[config.mk]
export PLATFORM = sky130hd
export DESIGN_NAME = pc_gen
export DESIGN_NICKNAME = d
export VERILOG_FILES = /design/src/rtl/pc_gen.sv
export SDC_FILE = /design/constraint.sdc
export NUM_CORES = 1
export LEC_CHECK = 0
export ABC_AREA = 1
export CAP_MARGIN = 20
export CORE_AREA = 2 2 70 139
export DETAILED_ROUTE_END_ITERATION = 10
export DIE_AREA = 0 0 72 141
export PLACE_DENSITY = 0.65
export SETUP_SLACK_MARGIN = 0.1
export SLEW_MARGIN = 0
export SYNTH_ARGS = -nofsm -noshare
export SYNTH_HDL_FRONTEND = slang
export SYNTH_SLANG_ARGS = --single-unit
[constraint.sdc]
create_clock -name clk -period 1.55 [get_ports clk]
set_clock_uncertainty 0.15 [all_clocks]
set_input_delay 0.31 -clock clk [delete_from_list [all_inputs] [get_ports clk]]
set_output_delay 0.31 -clock clk [all_outputs]
set_load 0.05 [all_outputs]
[src/rtl/pc_gen.sv]
`timescale 1ns/1ps
`default_nettype none
// ============================================================================
// Module   : pc_gen
// Brief    : Fetch-stage program counter with stall, redirect and flush.
//            Macro PC_DELAY_SLOT_EN selects MIPS delay-slot branch behaviour.
// Revision : 1.0 - initial release
// ============================================================================
module pc_gen #(
  parameter int                ADDR_W    = 32,
  parameter logic [ADDR_W-1:0] RESET_VEC = '0,
  parameter logic [ADDR_W-1:0] PC_INC    = ADDR_W'(4)
) (
  input  logic              clk,
  input  logic              reset,
  input  logic              stall,
  input  logic              branch_flag,
  input  logic [ADDR_W-1:0] branch_target,
  input  logic              flush,
  input  logic [ADDR_W-1:0] new_pc,
  output logic              chip_en,
  output logic [ADDR_W-1:0] pc,
  output logic              in_delay_slot
);

  localparam logic [0:0]        c_st_off     = 1'b0;
  localparam logic [0:0]        c_st_run     = 1'b1;
  localparam logic [ADDR_W-1:0] c_align_mask = {{(ADDR_W-2){1'b1}}, 2'b00};

  logic [0:0]        r_state;
  logic [0:0]        w_state_next;
  logic              w_run;
  logic [ADDR_W-1:0] r_pc;
  logic [ADDR_W-1:0] w_pc_seq;
  logic [ADDR_W-1:0] w_new_pc_al;
  logic [ADDR_W-1:0] w_br_tgt_al;
  logic              w_redirect;
  logic [ADDR_W-1:0] w_redirect_pc;

  // State register
  always_ff @(posedge clk or posedge reset) begin
    if (reset) begin
      r_state <= c_st_off;
    end else begin
      r_state <= w_state_next;
    end
  end

  // Next state: leave OFF on the first edge out of reset; only reset returns.
  always_comb begin
    w_state_next = r_state;
    case (r_state)
      c_st_off: w_state_next = c_st_run;
      c_st_run: w_state_next = c_st_run;
      default:  w_state_next = c_st_off;
    endcase
  end

  // State outputs
  always_comb begin
    w_run   = (r_state == c_st_run);
    chip_en = w_run;
  end

  assign w_pc_seq    = r_pc + PC_INC;
  assign w_new_pc_al = new_pc & c_align_mask;
  assign w_br_tgt_al = branch_target & c_align_mask;

`ifdef PC_DELAY_SLOT_EN
  logic              r_pend_valid;
  logic [ADDR_W-1:0] r_pend_tgt;

  // A taken branch is parked here while the delay-slot instruction is fetched.
  always_ff @(posedge clk or posedge reset) begin
    if (reset) begin
      r_pend_valid <= 1'b0;
      r_pend_tgt   <= '0;
    end else if (w_run) begin
      if (flush) begin
        r_pend_valid <= 1'b0;
      end else if (!stall) begin
        if (r_pend_valid) begin
          r_pend_valid <= 1'b0;
        end else if (branch_flag) begin
          r_pend_valid <= 1'b1;
          r_pend_tgt   <= w_br_tgt_al;
        end
      end
    end
  end

  assign w_redirect    = r_pend_valid;
  assign w_redirect_pc = r_pend_tgt;
  assign in_delay_slot = r_pend_valid;
`else
  assign w_redirect    = branch_flag;
  assign w_redirect_pc = w_br_tgt_al;
  assign in_delay_slot = 1'b0;
`endif

  // Priority: flush, then stall, then redirect, then sequential.
  always_ff @(posedge clk or posedge reset) begin
    if (reset) begin
      r_pc <= RESET_VEC;
    end else if (w_run) begin
      if (flush) begin
        r_pc <= w_new_pc_al;
      end else if (!stall) begin
        r_pc <= w_redirect ? w_redirect_pc : w_pc_seq;
      end
    end
  end

  assign pc = r_pc;

endmodule
`default_nettype wire

==> results of run 1 <==
state kept, by name (all words and copies together) (netlist names):
signal	flops
chip_en	1
pc	30
metrics by stage:
stage	instances	worst slack [ns]	hold slack [ns]	area, um^2
after global placement	686	-0.195	0.408	4570
after global routing	715	-0.246	0.261	5140
after floorplan	446	-0.215	0.262	2750
after detailed placement	686	-0.242	0.425	4570
final	715	-0.125	0.231	5140
after CTS	706	-0.119	0.241	4940
final cells by class:
type | instances | area, um^2 | share of cell area
timing repair buffer | 178 | 2170 | 0.422
multi-input combinational | 362 | 1770 | 0.344
sequential | 31 | 811 | 0.158
clock buffer | 7 | 133 | 0.0258
tap | 104 | 130 | 0.0253
inverter | 32 | 123 | 0.0239
clock inverter | 1 | 5.00 | 0.000974
cells in the final DEF (no fill, tap or decap), types with 4 or more instances in the layout:
cell	synthesis	final
nand2_1	153	152
nor2_1	84	77
clkdlybuf4s50_1	0	63
buf_12	0	40
buf_4	6	40
buf_6	3	31
nand3_1	34	29
inv_1	31	28
dfrtp_2	0	28
a21oi_1	28	25
o21ai_0	16	10
nor2_4	8	9
nor2_2	3	9
clkbuf_16	0	8
o21ai_1	1	7
xor2_1	7	6
nand2_4	2	5
nand3_2	0	4
conb_1	2	4
final timing paths:
path / start / endpoint / slack [ns]
max: pc[2] / pc[26] / -0.12
min: reset / pc[5] / 0.23
max reg2reg: pc[2] / pc[26] / -0.12
min reg2reg: pc[29] / pc[29] / 0.42
max in group asynchronous: reset / pc[27] / 0.82
min in group clk: pc[29] / pc[29] / 0.42
where the power goes:
part	switching [uW]	total, uW	internal [uW]	leakage (uW)
clock	364	957	593	0.0000679
sequential	141	1090	948	0.000339
combinational	1140	2330	1200	0.00199
metal layers:
| layer | global-route usage | vias to the layer above | wire, um | share of wire |
|---|---|---|---|---|
| li1 | - | 1724 | - | - |
| met4 | 0.0645 | 0 | 266 | 0.027 |
| met3 | 0.0436 | 23 | 723 | 0.074 |
| met1 | 0.221 | 1543 | 3870 | 0.39 |
| met2 | 0.332 | 139 | 4940 | 0.50 |
| met5 | 0 | - | 0 | 0 |
worst max-delay path, cell delays in order, from the launching register on:
cell     delay [ns]
dfrtp_2        0.40
ha_4           0.16
nand2_4        0.05
nor2_4         0.15
nand2_4        0.11
nor2_4         0.18
nand3_1        0.12
nand3_2        0.09
nand2_1        0.05
a21oi_1        0.12
repair_timing:
item | 4_1_cts | 5_1_grt
pin swaps | 11 | 14
cloned | 0 | 3
setup endpoints to repair | 51 | 55
hold endpoints to repair | 0 | 0
resized for setup | 37 | 29
buffers inserted | 12 | 9
kinds of logic (layout without fill, tap and decap cells):
family | Yosys count | after routing | share of synthesized area
AO/OA/AOI/OAI | 54 | 54 | 0.108
buffers and inverters | 53 | 218 | 0.100
adder cells (fa/ha/maj) | 1 | 1 | 0.00465
AND/OR/NAND/NOR | 293 | 293 | 0.464
XOR/XNOR | 10 | 10 | 0.0326
flip-flops | 31 | 31 | 0.288
other | 2 | 4 | 0.00279
==> out/metrics.yaml, run 1 <==
powerDensity_nw_per_um2: 853
cts_max_path_buffers: 2
start_kind: "flop"
area_delta_synth_final_pct: 90.9
avgSynthCellArea_um2: 6.06
synth.most_common_cell: "nand2_1"
syn_area_um2: 2690
ys_seq_area_frac: 0.288
core_area_um2: 9200
required_ns: 1.60
synth_cells: 444
postCtsHoldBufs: 0
synth_common_cells: "nand2_1, nor2_1, nand3_1"
grt_pass1_vias: 3298
vias: 3429
die-height_um: 141
synth_seq_cells: 31
portBuffers: 95
overflow: 0
start_util: 0.293
antenna_found_initial: 0
final_nets: 680
cts.sinks: 31
maxSlewViolCount: 0
n_antenna_cell: 0
finalSetupTns_ns: -1.35
ios: 103
dp_hpwl_mm: 7.15
vias_per_cell: 4.80
cts_root_buf: "clkbuf_16"
endpoint_kind: "flop"
synth_top_area_share: 0.288
hold_violations: 0
die_area_um2: 10200
grt_start_max_net_pins: 32
fin_util: 0.559
clkSlewWorstSetupHoldPaths_ns: 0.05
ant_nets: 0
nFillCells: 843
crit_path_max_fanout: 5
maxCapViolations: 0
wl_per_cell_um: 13.7
ys.flop_type: "dfrtp_1"
cts_tree: "done"
fmax_mhz: 597
die_x_um: 72
drc: 0
dr.pass1.iters: 5
worst_ep_arrival_time_ns: 1.73
drive_above_1_share: 0.311
vdd_drop_max_v: 0.000682
gp_congestion: 0.937
rsz0062_at_grt: "true"
synth.distinct_cells: 28
synth.area.top_cells: "dfrtp_1, nand2_1, nor2_1, nand3_1, a21oi_1"
drt_iter0_markers: 221
finalWirelength_mm: 9.81
ys_async_sr_fraction: 1.00
status: "finished, violations left"
setup_viol: 22
p_leak_uw: 0.00240
crit_type: "reg -> reg"
timing.final.ws_setup_ns: -0.125
violations: "setup timing"
yosysWarnings: 0
p_total_uw: 4380
synth_edf_count: 0
cts_buffers: 5
track_usage: 0.189
rr_worst_depth: 9
post-route-min-period_ns: 1.67
clock_latency_ns: 0.28
layout_worst_path_cycle_share: 1.08
hold_path_class: "in -> async"
rows: 50
h-tree-depth: 2
synth_area_leader_cell: "dfrtp_1"
grt_pass1_wl_mm: 15.3
No activity file was read; power rests on OpenSTA's default activity.
==> run 2, diff against run 1 <==
SLEW_MARGIN = 10   (was 0)
==> results of run 2 <==
The final DEF is identical to that of run 1; final timing and power are the same.
